===== config.mk =====
export PLATFORM = sky130hd
export DESIGN_NAME = buzzer_tone_gen
export DESIGN_NICKNAME = d
export VERILOG_FILES = /design/src/rtl/buzzer_tone_gen.sv
export SDC_FILE = /design/constraint.sdc
export NUM_CORES = 1
export LEC_CHECK = 0
export ABC_AREA = 1
export ABC_CLOCK_PERIOD_IN_PS = 5900
export BUFFER_PORTS_ARGS = -buffer_cell sky130_fd_sc_hd__buf_2
export CORE_MARGIN = 1
export CORE_UTILIZATION = 40
export DETAILED_ROUTE_END_ITERATION = 10
export SLEW_MARGIN = 10
export SYNTH_ARGS = -nofsm -noshare
export SYNTH_HDL_FRONTEND = slang
export SYNTH_SLANG_ARGS = --single-unit

===== constraint.sdc =====
create_clock -name clk -period 5.9 [get_ports clk]
set_clock_uncertainty 0.1 [all_clocks]
set_input_delay 1.18 -clock clk [delete_from_list [all_inputs] [get_ports clk]]
set_output_delay 1.18 -clock clk [all_outputs]
set_load 0.02 [all_outputs]

===== src/rtl/buzzer_tone_gen.sv =====
// Square-wave buzzer driver: note/octave half-period lookup, boundary-aligned
// note changes, release that completes the last full cycle, and PWM volume gating.
module buzzer_tone_gen #(
   parameter int CNT_W = 18,
   parameter int VOL_W = 3
) (
   input  logic             clk,
   input  logic             rst,
   input  logic             key_on,
   input  logic [3:0]       key,
   input  logic [1:0]       octave,
   input  logic [VOL_W-1:0] volume,
   output logic             buzzer,
   output logic             playing,
   output logic [3:0]       cur_key
);

   typedef enum logic [1:0] {IDLE, PLAY, STOP} state_t;

   state_t           state, state_nxt;
   logic             key_on_r;
   logic [3:0]       key_r;
   logic [1:0]       octave_r;
   logic [CNT_W-1:0] base, half;
   logic [CNT_W-1:0] cnt, cnt_nxt, cur_half, cur_half_nxt;
   logic [3:0]       cur_key_nxt;
   logic             tone, tone_nxt;
   logic [VOL_W-1:0] pwm_cnt;
   logic             valid, boundary, gate;

   always_comb begin
      case (key_r)
         4'd1:    base = CNT_W'(191110);
         4'd2:    base = CNT_W'(180388);
         4'd3:    base = CNT_W'(170265);
         4'd4:    base = CNT_W'(160705);
         4'd5:    base = CNT_W'(151685);
         4'd6:    base = CNT_W'(143172);
         4'd7:    base = CNT_W'(135137);
         4'd8:    base = CNT_W'(127551);
         4'd9:    base = CNT_W'(120395);
         4'd10:   base = CNT_W'(113636);
         4'd11:   base = CNT_W'(107259);
         4'd12:   base = CNT_W'(101238);
         default: base = '0;
      endcase
   end

   assign half     = base >> octave_r;
   assign valid    = key_on_r && (key_r != 4'd0) && (key_r <= 4'd12);
   assign boundary = (cnt == cur_half - CNT_W'(1));
   assign gate     = (volume == '1) || (pwm_cnt < volume);
   assign playing  = (state != IDLE);

   // PLAY and STOP share the running counter; valid alone decides whether a
   // boundary reloads the next note or winds the tone down.
   always_comb begin
      state_nxt    = state;
      cnt_nxt      = cnt;
      cur_half_nxt = cur_half;
      cur_key_nxt  = cur_key;
      tone_nxt     = tone;
      case (state)
         IDLE: begin
            cnt_nxt     = '0;
            tone_nxt    = 1'b0;
            cur_key_nxt = 4'd0;
            if (valid) begin
               cur_half_nxt = half;
               cur_key_nxt  = key_r;
               tone_nxt     = 1'b1;
               state_nxt    = PLAY;
            end
         end
         default: begin
            cnt_nxt   = cnt + CNT_W'(1);
            state_nxt = valid ? PLAY : STOP;
            if (boundary) begin
               cnt_nxt = '0;
               if (valid) begin
                  tone_nxt     = ~tone;
                  cur_half_nxt = half;
                  cur_key_nxt  = key_r;
               end else if (tone) begin
                  tone_nxt    = 1'b0;
                  cur_key_nxt = 4'd0;
                  state_nxt   = IDLE;
               end else begin
                  // finish one more high half so the last cycle is whole
                  tone_nxt = 1'b1;
               end
            end
         end
      endcase
   end

   always_ff @(posedge clk) begin
      if (rst) begin
         key_on_r <= 1'b0;
         key_r    <= 4'd0;
         octave_r <= 2'd0;
         state    <= IDLE;
         cnt      <= '0;
         cur_half <= '0;
         cur_key  <= 4'd0;
         tone     <= 1'b0;
         pwm_cnt  <= '0;
         buzzer   <= 1'b0;
      end else begin
         key_on_r <= key_on;
         key_r    <= key;
         octave_r <= octave;
         state    <= state_nxt;
         cnt      <= cnt_nxt;
         cur_half <= cur_half_nxt;
         cur_key  <= cur_key_nxt;
         tone     <= tone_nxt;
         pwm_cnt  <= pwm_cnt + VOL_W'(1);
         buzzer   <= tone_nxt && gate;
      end
   end

endmodule


== After elaboration in Yosys (flattened, before gate mapping) ==
Memories as Yosys holds them, arrays and structs flattened. A register that Yosys moved wholly into a read port is not among the register bits.
Cells that the tools add are included.
W data, S select, Z words.
Operators by class
  muxes and demuxes: 20
  reductions and logical operators: 11
  eq/ne operators: 3
  bitwise operators: 1
  shift-type cells: 1
  magnitude comparators: 2
  add/sub/neg operators: 3
Operators by type and width (count)
  $mux W18: 3
  $mux W4: 6
  $add A18 B1 Y18 const B: 1
  $eq A18 B18 Y1: 1
  $shr A18 B2 Y18: 1
  $sub A18 B1 Y18 const B: 1
  $mux W2: 6
  $mux W1: 5
  $le A4 B4 Y1 const B: 1
  $reduce_bool A2 Y1: 2
  $reduce_bool A4 Y1: 1
  $add A3 B1 Y3 const B: 1
  $eq A3 B3 Y1 const B: 1
  $logic_and A1 B1 Y1: 3
  $lt A3 B3 Y1: 1
  $reduce_bool A3 Y1: 1
  $reduce_or A3 Y1: 1
  $logic_not A2 Y1: 1
  $ne A2 B2 Y1 const B: 1
  $reduce_and A2 Y1: 1
  $logic_or A1 B1 Y1: 1
  $not A1 Y1: 1
Storage, ports and cells
  input port bits: 12
  flip-flop bits (word level): 54
  ROM bits: 288
  logic and storage cells: 52
  output and inout bits: 6
  memories: 1
Memory list
  (no name shown): depth 16, width 18, read ports 1, clocked after Yosys merged registers in 1, wr ports 0, RTL line 32  | case (key_r)

== Longest topological paths before layout ==
Gate-level depths: netlist of run 1.
  word-level depth: 8
  mapped depth: 18
  depth with buffers taken out: 17

== Worst setup path before layout of run 1 ==
No wires, ideal clock.
  kind: input port to flip-flop
  start point: input port rst
  end point: register base[11] (netlist name)
  data arrival time: 2.515 ns
  library setup time: 0.126 ns
  cell stages on the path: 8
  data required time: 5.674 ns
  buffers on the path: 1
  setup slack: 3.159 ns
  cell sequence: clkbuf_1 > nor2_1 > inv_1 > ha_1 > o21ai_0 > inv_1 > nand2_1 > o211ai_1
On the way
  cells in the longest elaborated chain, start to end: 1
RTL lines
  start, declared: RTL line 8  | input logic rst,
  $mux W4 (no line)
Every way passes these cells.
A chain may end at the register's enable or synchronous reset.

== Worst setup path after layout of run 1 ==
  start point: input port rst
  end point: register base[11] (netlist name)
On the way
  cells in the longest elaborated chain, start to end: 1
RTL lines
  $mux W4 (no line)
Every way passes these cells.

==> results of run 1 <==
==> critical path: stages <==
cell      delay [ns]
buf_2           0.22
nor2_1          0.28
inv_1           0.16
ha_1            0.22
o21ai_0         0.57
inv_1           0.14
nand2_1         0.11
o211ai_1        0.09
==> cells in the final DEF, fill, tap and decap left out, types with 12 or more instances in the layout <==
master / n
nand2_1: 137
ha_1: 13
a21oi_1: 14
clkbuf_8: 12
mux2i_1: 26
nand3_1: 42
inv_1: 69
buf_2: 17
xor2_1: 19
nor2_1: 96
dfxtp_1: 72
==> where the power goes <==
| part | total, mW | internal [mW] | switching, mW |
|---|---|---|---|
| combinational | 0.234 | 0.0858 | 0.149 |
| sequential | 0.537 | 0.514 | 0.0234 |
| clock | 0.458 | 0.273 | 0.185 |
==> worst max-delay path by stage <==
| stage | start | endpoint | depth (start not counted) | slack [ns] |
|---|---|---|---|---|
| after floorplan | rst | base[11]$_DFF_P_ | 8 | 3.16 |
| after global placement | rst | base[11]$_DFF_P_ | 8 | 2.70 |
| after detailed placement | rst | base[11]$_DFF_P_ | 8 | 2.67 |
| after CTS | rst | base[11]$_DFF_P_ | 8 | 3.03 |
| after global routing | rst | base[11]$_DFF_P_ | 8 | 2.86 |
| final | rst | base[11]$_DFF_P_ | 8 | 3.04 |
==> layout make-up <==
type / instances / area (um2)
clock buffer: 12 / 165
clock inverter: 4 / 75.1
fill: 1029 / 5330
inverter: 77 / 289
multi-input combinational: 413 / 2230
sequential: 72 / 1440
tap: 133 / 166
timing repair buffer: 17 / 85.1
==> sequential cells by signal, indices dropped and copies added, names as in the netlist <==
signal / cells
cur_half: 18
pwm_cnt: 3
base: 18
cnt: 18
key_r: 4
tone: 1
key_on_r: 1
octave_r: 2
cur_key: 4
buzzer: 1
state: 2
==> through the flow <==
stage	power [mW]	instances	area (um2)
after floorplan	0.733	575	4030
after global placement	0.780	712	4210
after detailed placement	0.783	712	4210
after CTS	1.25	728	4450
after global routing	1.30	728	4450
final	1.23	728	4450
==> per-layer routing <==
layer / wire length (um) / up-vias / part of all wire [%]
met5: 0 / - / 0
met4: 170 / 0 / 2.0
met3: 211 / 14 / 2.5
met2: 4100 / 29 / 48
met1: 4100 / 1518 / 48
li1: - / 1828 / -
==> cell families (layout without fill, tap and decap cells) <==
family / after synthesis / count (layout) / synth area share (%)
DFF: 72 / 72 / 35.8
xor gates and xnor gates: 26 / 26 / 5.65
muxes: 26 / 26 / 6.46
adders and majority gates: 13 / 13 / 4.04
AOI/OAI and AO/OA: 36 / 36 / 5.22
buffers and inverters: 90 / 110 / 8.92
and+or+nand+nor: 312 / 312 / 33.9
==> metrics.md, run 1 <==
| Metric | Value |
|---|---|
| IO Port Bufs | 17 |
| CP Launch Type | input port |
| I/O pin total | 18 |
| Routed WL | 8590 um |
| DR WL/cell | 11.8 um |
| Number of buffers created by CTS | 9 |
| Max_slew headroom | approximately 46% |
| Die ar. | around 10000 um2 |
| H-Tree Depth | 3 |
| Total number of vias | roughly 3.4k |
| Fin Hold WS | 0.357 ns |
| Final-report hold violation count | 0 |
| N_diodes | 0 |
| Synth top area share | about 36% |
| DRC errors left | 0 |
| Post-DP HPWL | about 6600 um |
| Worst reg-to-reg setup slack | around 3.4 ns |
| Synth Area per Inst | between 7 and 8 um2 |
| Crit Path Class | input port to flip-flop |
| LEAKAGE | about 2.2 nW |
| Area leader, netlist | dfxtp_1 |
| Post-synth cell types | 39 |
| Flops & latches, synth | slightly above 70 |
| Worst Tran Pin Value | about 0.81 ns |
| Dpl ws | between 2 and 3 ns |
| Busiest grt layer | met2 |
| Clock Tree Buf Depth | 2 |
| Post-synthesis sequential area ratio | about 36% |
| Min-delay worst type | flip-flop to flip-flop |
| Final setup TNS | 0 ns |
| CP max FO | 20 |
| Peak supply drop | between 0.1 and 0.15 mV |
| Most common cell in the netlist | nand2_1 |
| Core ar. | between 9000 and 10000 um2 |
| Area Growth Syn to Fin | 10.5% |
| Post-CTS Setup Repair Bufs | 0 |
| CTS tree | yes |
| Tcrit/Tclk final | 48.4% |
| Clock root cell | clkbuf_8 |
| Hold Path Origin | pwm_cnt[0]$_SDFF_PP0_ |
| Via density | roughly 4.7 |
| CTS Hold Buffers Added | 0 |
| Overall die width | between 100 and 150 um |
| Critical Path RT | approximately 6.0 ns |
| Global-route wire length before repair | ~15000 um |
| Vias in the first global route | between 3k and 4k |
| DR iter-0 viols | 113 |
| Power Dens Cells | ~280 nW/um2 |
| Grt total ovfl | 0 |
| Post-synth EDFFs | 0 |
| CTS resizes | 0 |
| Clk pin slew, worst setup/hold paths | 0.08 ns |
| Worst Setup End Kind | flip-flop |
| Initial antenna violation count | 0 |
| Max cap viols | 0 |
| Top FF cell, synth | dfxtp_1 |
| Util after Layout | between 40% and 50% |
| Status | finished, final reports clean |
| Synthesized area | ~4000 um2 |
| R2R Path Start | cur_half[0]$_SDFFE_PP0P_ |
| Final worst slack | about 3.0 ns |
| Post-Syn Instances | ~580 |
| RSZ-0062 raised after global routing | no |
| Layout cells sized above 1 | a little under a tenth |
| Met2 Use GR | a little under a third |
| Critical Path AT | between 2 and 3 ns |
| M1 GR Usage | between 20% and 30% |
| Post-route ant nets | 0 |
| Cell depth of the worst flop-to-flop path | 14 |
| Largest net degree at the start of global routing | 31 |
| Fin crit period | around 2.9 ns |
| Fmax | roughly 0.35 GHz |
| Final net count | between 600 and 700 |
| Async set or reset register ratio after synthesis | 0% |
| Pre-antenna DRT Iters | 4 |
| Commonest cells in the netlist | 137 x nand2_1, 96 x nor2_1, 72 x dfxtp_1 |
| Placer Congestion | around 0.87 |
| Final setup vio count | 0 |
| Hold Path End | pwm_cnt[0]$_SDFF_PP0_ |
| Max Slew Vio Count | 0 |
| Hold depth | 1 |
| Total Routing Usage GR | ~18% |
| Worst-skew pair later-pin latency | about 0.34 ns |
| Synthesis warning total | 0 |
| Reg-to-reg endpoint | cur_half[3]$_SDFFE_PP0P_ |
| Synth Net Count | 600 |
| Sink Count | 72 |
| Die height | roughly 100 um |
| Dominant cells by area after synthesis | dfxtp_1 36%, nand2_1 13%, nor2_1 8.9%, mux2i_1 6.5%, inv_1 6.4% |
| FP Rows | 36 |
| Met3 Resource Use GR | 4.72% |
| Initial Utilization | 41.2% |
Power figures use the tool's default switching activity.
==> run 2: changes to the inputs <==
--- a/config.mk
+++ b/config.mk
@@ -6,7 +6,7 @@
 export NUM_CORES = 1
 export LEC_CHECK = 0
 export ABC_AREA = 1
-export ABC_CLOCK_PERIOD_IN_PS = 5900
+export ABC_CLOCK_PERIOD_IN_PS = 2600
 export BUFFER_PORTS_ARGS = -buffer_cell sky130_fd_sc_hd__buf_2
 export CORE_MARGIN = 1
 export CORE_UTILIZATION = 40
==> constraint.sdc (replaced) <==
create_clock -name clk -period 2.6 [get_ports clk]
set_clock_uncertainty 0.1 [all_clocks]
set_input_delay 0.52 -clock clk [delete_from_list [all_inputs] [get_ports clk]]
set_output_delay 0.52 -clock clk [all_outputs]
set_load 0.02 [all_outputs]
==> run 2 against run 1 <==
  * Via count rose by 0.53%
  * Sequential share of layout area about the same
  * Critical path depth grew 6
  * Combinational power grew 130%
  * Sequential cell count is the same
  * Sequential power up 130%
  * Worst setup slack worse by 2.8 ns
  * Total power increased by 110%
==> metrics.md, run 2 (synthesized netlist as in run 1, its figures left out) <==
| Metric | Value |
|---|---|
| Most common cell after layout, fill and taps aside | nand2_1 (unchanged) |
| FP Rows | 36 (unchanged) |
| Worst-skew pair later-pin latency | 0.37 ns (was 0.34 ns) |
| Routed WL | 8220 um (was 8590 um) |
| Area Growth Syn to Fin | 10.4% (was 10.5%) |
| RSZ-0062 raised after global routing | no (unchanged) |
| Core ar. | 9770 um2 (unchanged) |
| Fin crit period | between 2 and 2.5 ns |
| Total number of vias | 3407 (was 3389) |
| Worst Setup End Kind | flip-flop (unchanged) |
| DR iter-0 viols | 167 (was 113) |
| Fin Hold WS | 0.244 ns (was 0.357 ns) |
| N_diodes | 0 (unchanged) |
| Hold depth | 3 (was 1) |
| Max_slew headroom | 64.3% (was 45.8%) |
| Clock root cell | clkbuf_8 (unchanged) |
| Overall die width | 102 um (unchanged) |
| Reg-to-reg endpoint | cur_half[4]$_SDFFE_PP0P_ (was cur_half[3]$_SDFFE_PP0P_) |
| Comb power frac | 20.6% (was 19.1%) |
| Tcrit/Tclk final | between 80% and 90% |
| I/O pin total | 18 (unchanged) |
| Number of buffers created by CTS | 9 (unchanged) |
| CTS tree | yes (unchanged) |
| Initial Utilization | 41.2% (unchanged) |
| Placer Congestion | 0.963 (was 0.867) |
| DRC errors left | 0 (unchanged) |
| Fill cell count | 1064 (was 1029) |
| Largest net degree at the start of global routing | 31 (unchanged) |
| Post-route ant nets | 0 (unchanged) |
| Delay of the slowest cell on the worst path | 0.39 ns (was 0.57 ns) |
| Placed cell count | 717 (was 712) |
| Non-Filler Cell Area, Final | 4450 um2 (about the same) |
| CP Cell Sequence | inv_2, ha_1, xor2_1, nand2_1, nor2_1, nand2_1, nor2_1, nand3_1, nor2_2, nand2_4, nand2_4, nand2_8, nor2_1, nor2_1 (was buf_2, nor2_1, inv_1, ha_1, o21ai_0, inv_1, nand2_1, o211ai_1) |
| Die height | 102 um (unchanged) |
| Sink Count | 72 (unchanged) |
| Via density | 4.65 (was 4.66) |
| Critical Path AT | 2.49 ns (was 2.98 ns) |
| Initial antenna violation count | 0 (unchanged) |
| LEAKAGE | 2.22 nW (was 2.21 nW) |
| Die ar. | 10500 um2 (unchanged) |
| CP max-delay cell | dfxtp_1 (was o21ai_0) |
| Hold Path Origin | key_on (was pwm_cnt[0]$_SDFF_PP0_) |
| Dpl ws | 0.255 ns (was 2.67 ns) |
| Clk pin slew, worst setup/hold paths | 0.09 ns (was 0.08 ns) |
| Most used cell along the critical path | nor2_1 (was inv_1) |
| Clock share of power | 33.2% (was 37.3%) |
| Post-DP HPWL | 6320 um (was 6630 um) |
| CP max FO | 30 (was 20) |
| Total Routing Usage GR | 17.2% (was 17.9%) |
| Final setup vio count | 0 (unchanged) |
| Post-CTS Setup Repair Bufs | 0 (unchanged) |
| Switching power | 888 uW (was 357 uW) |
| Final net count | 620 (was 615) |
| Worst reg-to-reg setup slack | 0.27 ns (was 3.43 ns) |
| Final setup TNS | 0 ns (unchanged) |
| DR WL/cell | 11.2 um (was 11.8 um) |
| Max cap viols | 0 (unchanged) |
| Final-report hold violation count | 0 (unchanged) |
| Pre-antenna DRT Iters | 4 (unchanged) |
| R2R Path Start | cur_half[0]$_SDFFE_PP0P_ (unchanged) |
| Worst Tran Pin Value | 0.532 ns (was 0.812 ns) |
| Util after Layout | 45.5% (about the same) |
| IO Port Bufs | 17 (unchanged) |
| Fmax | about 0.43 GHz |
| Placed Area | 4250 um2 (was 4210 um2) |
| Switch share | 33.8% (was 29.0%) |
| Min-delay worst type | input port to flip-flop (was flip-flop to flip-flop) |
| Crit path max-delay family | simple AND/OR/NAND/NOR gates (was compound AO/OA/AOI/OAI gates) |
| Final worst slack | 0.267 ns (was 3.04 ns) |
| H-Tree Depth | 3 (unchanged) |
| Sequential Power Share | 46.1% (was 43.7%) |
| Peak supply drop | 0.304 mV (was 0.114 mV) |
| CTS Hold Buffers Added | 0 (unchanged) |
| Max Slew Vio Count | 0 (unchanged) |
| Power Dens Cells | 591 nW/um2 (was 276 nW/um2) |
| Critical Path RT | 2.76 ns (was 6.02 ns) |
| Int Power | 1.74 mW (was 873 uW) |
| Final instance count without filler cells | 733 (was 728) |
| Hold Path End | key_on_r$_SDFF_PP0_ (was pwm_cnt[0]$_SDFF_PP0_) |
| Tot Pwr | 2.63 mW (was 1.23 mW) |
| Grt total ovfl | 0 (unchanged) |
| Status | finished, final reports clean (unchanged) |
| Clock Tree Buf Depth | 2 (unchanged) |
| Layout cells sized above 1 | 10.3% (was 9.58%) |
| CP Launch Type | flip-flop (was input port) |
| Crit Path Class | flip-flop to flip-flop (was input port to flip-flop) |
| Commonest cells after routing, fill and taps aside | 137 x nand2_1, 96 x nor2_1, 72 x dfxtp_1, 69 x inv_1, 42 x nand3_1 (unchanged) |
| Global-route wire length before repair | 14100 um (was 14700 um) |
| Cell depth of the worst flop-to-flop path | 14 (unchanged) |
| Vias in the first global route | 3176 (was 3219) |
| Worst path bufs/invs | 1 (was 3) |
## run 2: worst max path at each step
stage          cells after the start  slack (ns)                     start                        to
2_1_floorplan                      8        0.52                       rst          base[11]$_DFF_P_
3_3_place_gp                      14        0.26  cur_half[0]$_SDFFE_PP0P_  cur_half[2]$_SDFFE_PP0P_
3_5_place_dp                      14        0.25  cur_half[0]$_SDFFE_PP0P_  cur_half[2]$_SDFFE_PP0P_
4_1_cts                           14        0.19  cur_half[0]$_SDFFE_PP0P_  cur_half[2]$_SDFFE_PP0P_
5_1_grt                           15        0.01  cur_half[0]$_SDFFE_PP0P_  cur_half[2]$_SDFFE_PP0P_
6_report                          14        0.27  cur_half[0]$_SDFFE_PP0P_  cur_half[4]$_SDFFE_PP0P_
## run 2: layout make-up
type                            count  area, um2  share of cell area (%)
Multi-Input combinational cell    413       2240                    50.3
Sequential cell                    72       1440                    32.4
Inverter                           77        289                    6.50
Tap cell                          133        166                    3.74
Clock buffer                        9        124                    2.79
Timing Repair Buffer               22        123                    2.76
Clock inverter                      7       67.6                    1.52
## run 2: layer usage
metal | routed length (um) | up-vias | part of all wire [%] | global-route usage, %
li1 | - | 1843 | - | -
met3 | 288 | 12 | 3.5 | 4.51
met1 | 3940 | 1495 | 48 | 21.0
met4 | 140 | 0 | 1.7 | 6.15
met5 | 0 | - | 0 | 0
met2 | 3860 | 57 | 47 | 29.3
## run 2: timing repair
action / 4_1_cts / 5_1_grt
endpoints found under the setup margin: 0 / 11
hold endpoints to repair: 0 / 0
resized for setup: 0 / 1
## run 2: worst reg2reg max path: cells and delay by family (launching register included)
family	cells	cell delay, ns
xor+xnor	1	0.15
simple gates	11	1.23
fa+ha+maj	1	0.30
buf+inv	1	0.07
flops	1	0.39
## run 2: power by group through the flow
stage	sequential (mW)	combinational [mW]	clock (mW)
2_1_floorplan	1.23	0.433	0
3_3_place_gp	1.24	0.533	0
3_5_place_dp	1.24	0.537	0
4_1_cts	1.21	0.543	0.897
5_1_grt	1.22	0.630	0.937
6_report	1.21	0.543	0.874
==> run 3: changes to the inputs <==
--- a/config.mk
+++ b/config.mk
@@ -11,7 +11,7 @@
 export CORE_MARGIN = 1
 export CORE_UTILIZATION = 40
 export DETAILED_ROUTE_END_ITERATION = 10
-export SLEW_MARGIN = 10
+export MAX_ROUTING_LAYER = met4
 export SYNTH_ARGS = -nofsm -noshare
 export SYNTH_HDL_FRONTEND = slang
 export SYNTH_SLANG_ARGS = --single-unit
==> run 3 against run 2 <==
  * Die area did not move
  * Sequential share of layout area barely moved
  * Count of clock-buffer cells in the layout did not move
  * Largest power group unchanged
  * Register-to-register slack improved by 0.03 ns
==> metrics.md, run 3 (synthesized netlist as in run 1, its figures left out) <==
| Metric | Value |
|---|---|
| Most used cell along the critical path | nand2_1 (was nor2_1) |
| Tcrit/Tclk final | 88.7% (was 89.7%) |
| Critical Path AT | 2.46 ns (was 2.49 ns) |
| Total Routing Usage GR | 18.0% (was 17.2%) |
| Layout cells sized above 1 | 10.3% (unchanged) |
| Clk pin slew, worst setup/hold paths | 0.09 ns (about the same) |
| Post-DP HPWL | 6470 um (was 6320 um) |
| Critical Path RT | 2.75 ns (was 2.76 ns) |
| CP Launch Type | flip-flop (unchanged) |
| Hold depth | 3 (unchanged) |
| Clock Tree Buf Depth | 2 (unchanged) |
| CP max-delay cell | dfxtp_1 (unchanged) |
| Core ar. | 9770 um2 (unchanged) |
| Hold Path End | key_on_r$_SDFF_PP0_ (unchanged) |
| RSZ-0062 raised after global routing | no (unchanged) |
| Worst reg-to-reg setup slack | 0.29 ns (was 0.27 ns) |
| Fin crit period | 2.31 ns (was 2.33 ns) |
| Util after Layout | 45.5% (about the same) |
| Post-route ant nets | 0 (unchanged) |
| Final setup vio count | 0 (unchanged) |
| Largest net degree at the start of global routing | 31 (unchanged) |
| Final-report hold violation count | 0 (unchanged) |
| IO Port Bufs | 17 (unchanged) |
| Die ar. | 10500 um2 (unchanged) |
| Status | finished, final reports clean (unchanged) |
| Delay of the slowest cell on the worst path | 0.34 ns (was 0.39 ns) |
| Pre-antenna DRT Iters | 4 (unchanged) |
| Peak supply drop | 0.218 mV (was 0.304 mV) |
| Tot Pwr | 2.63 mW (about the same) |
| CP Cell Sequence | inv_2, ha_1, nand3_2, nor2_4, xor2_1, nand4_1, nor2_4, nand3_1, nand2_1, nand2_1, nand2_1, nor2_1 (was inv_2, ha_1, xor2_1, nand2_1, nor2_1, nand2_1, nor2_1, nand3_1, nor2_2, nand2_4, nand2_4, nand2_8, nor2_1, nor2_1) |
| Cell depth of the worst flop-to-flop path | 12 (was 14) |
| DR iter-0 viols | 138 (was 167) |
| Placer Congestion | 0.909 (was 0.963) |
| Max_slew headroom | 64.4% (was 64.3%) |
| Crit Path Class | flip-flop to flip-flop (unchanged) |
| Max cap viols | 0 (unchanged) |
| Grt total ovfl | 0 (unchanged) |
| Final net count | 620 (unchanged) |
| Crit path max-delay family | simple AND/OR/NAND/NOR gates (unchanged) |
| Die height | 102 um (unchanged) |
| Final setup TNS | 0 ns (unchanged) |
| Final worst slack | 0.294 ns (was 0.267 ns) |
| CP max FO | 6 (was 30) |
| Overall die width | 102 um (unchanged) |
| Fmax | 0.434 GHz (was 0.429 GHz) |
| Via density | 4.68 (was 4.65) |
| Initial Utilization | 41.2% (unchanged) |
| Global-route wire length before repair | 14300 um (was 14100 um) |
| Vias in the first global route | 3133 (was 3176) |
| FP Rows | 36 (unchanged) |
| Number of buffers created by CTS | 9 (unchanged) |
| LEAKAGE | 2.22 nW (about the same) |
| Hold Path Origin | key_on (unchanged) |
| Post-CTS Setup Repair Bufs | 0 (unchanged) |
| I/O pin total | 18 (unchanged) |
| Worst Tran Pin Value | 0.530 ns (was 0.532 ns) |
| Initial antenna violation count | 0 (unchanged) |
| Total number of vias | 3427 (was 3407) |
| R2R Path Start | cur_half[0]$_SDFFE_PP0P_ (unchanged) |
| Min-delay worst type | input port to flip-flop (unchanged) |
| N_diodes | 0 (unchanged) |
| Power Dens Cells | 590 nW/um2 (was 591 nW/um2) |
| Area Growth Syn to Fin | 10.5% (was 10.4%) |
| DRC errors left | 0 (unchanged) |
| Reg-to-reg endpoint | cur_key[1]$_SDFFE_PP0P_ (was cur_half[4]$_SDFFE_PP0P_) |
| CTS tree | yes (unchanged) |
| Most common cell after layout, fill and taps aside | nand2_1 (unchanged) |
| Clock root cell | clkbuf_8 (unchanged) |
| Fin Hold WS | 0.262 ns (was 0.244 ns) |
| Worst path bufs/invs | 1 (unchanged) |
| Sink Count | 72 (unchanged) |
| Dpl ws | 0.241 ns (was 0.255 ns) |
| Worst-skew pair later-pin latency | 0.35 ns (was 0.37 ns) |
| Commonest cells after routing, fill and taps aside | 137 x nand2_1, 96 x nor2_1, 72 x dfxtp_1, 69 x inv_1, 42 x nand3_1 (unchanged) |
| Max Slew Vio Count | 0 (unchanged) |
| Routed WL | 8280 um (was 8220 um) |
| H-Tree Depth | 3 (unchanged) |
| DR WL/cell | 11.3 um (was 11.2 um) |
| Worst Setup End Kind | flip-flop (unchanged) |
==> run 3: where the power goes <==
group / internal, mW / switching (mW)
combinational: 0.200 / 0.348
clock: 0.376 / 0.491
sequential: 1.17 / 0.0474
total: 1.74 / 0.886
==> run 3: area by class of cell <==
class	count	area (um2)
Sequential cell	72	1440
Tap cell	133	166
Multi-Input combinational cell	413	2240
Fill cell	1033	5320
Inverter	77	289
Clock inverter	7	67.6
Clock buffer	9	124
Timing Repair Buffer	22	123
==> run 3: stage by stage <==
step | std cells | area [um2]
2_1_floorplan | 575 | 4030
3_3_place_gp | 717 | 4250
3_5_place_dp | 717 | 4250
4_1_cts | 733 | 4440
5_1_grt | 733 | 4450
6_report | 733 | 4450
==> run 3: timing repair <==
item | 4_1_cts | 5_1_grt
setup endpoints to repair | 0 | 6
resized for setup | 0 | 2
hold buffers | 0 | 0
==> run 3: how the worst max path moves through the flow <==
stage	start	endpoint	slack, ns	cells past startpoint
floorplan	rst	base[11]$_DFF_P_	0.52	8
global placement	cur_half[0]$_SDFFE_PP0P_	cur_half[2]$_SDFFE_PP0P_	0.29	14
detailed placement	cur_half[0]$_SDFFE_PP0P_	cur_half[15]$_SDFFE_PP0P_	0.24	12
CTS	cur_half[0]$_SDFFE_PP0P_	cur_half[15]$_SDFFE_PP0P_	0.22	12
global route	cur_half[0]$_SDFFE_PP0P_	cur_half[3]$_SDFFE_PP0P_	0.04	16
finish	cur_half[0]$_SDFFE_PP0P_	cur_key[1]$_SDFFE_PP0P_	0.29	12
==> run 3: worst register-to-register path, stage by stage, from the launching register on <==
cell	delay, ns
dfxtp_1	0.34
inv_2	0.08
ha_1	0.20
nand3_2	0.16
nor2_4	0.20
xor2_1	0.18
nand4_1	0.16
nor2_4	0.20
nand3_1	0.23
nand2_1	0.19
nand2_1	0.08
nand2_1	0.06
nor2_1	0.04
==> run 3: metal layers <==
metal  up-vias  share of wire [%]  track usage (%)  wire [um]
li1       1846                  -                -          -
met1      1540                 49             22.3       4050
met2        34                 48             29.3       3970
met3         7                2.1             3.28        172
met4         0                1.0             6.48         84
met5         -                  0                -          0
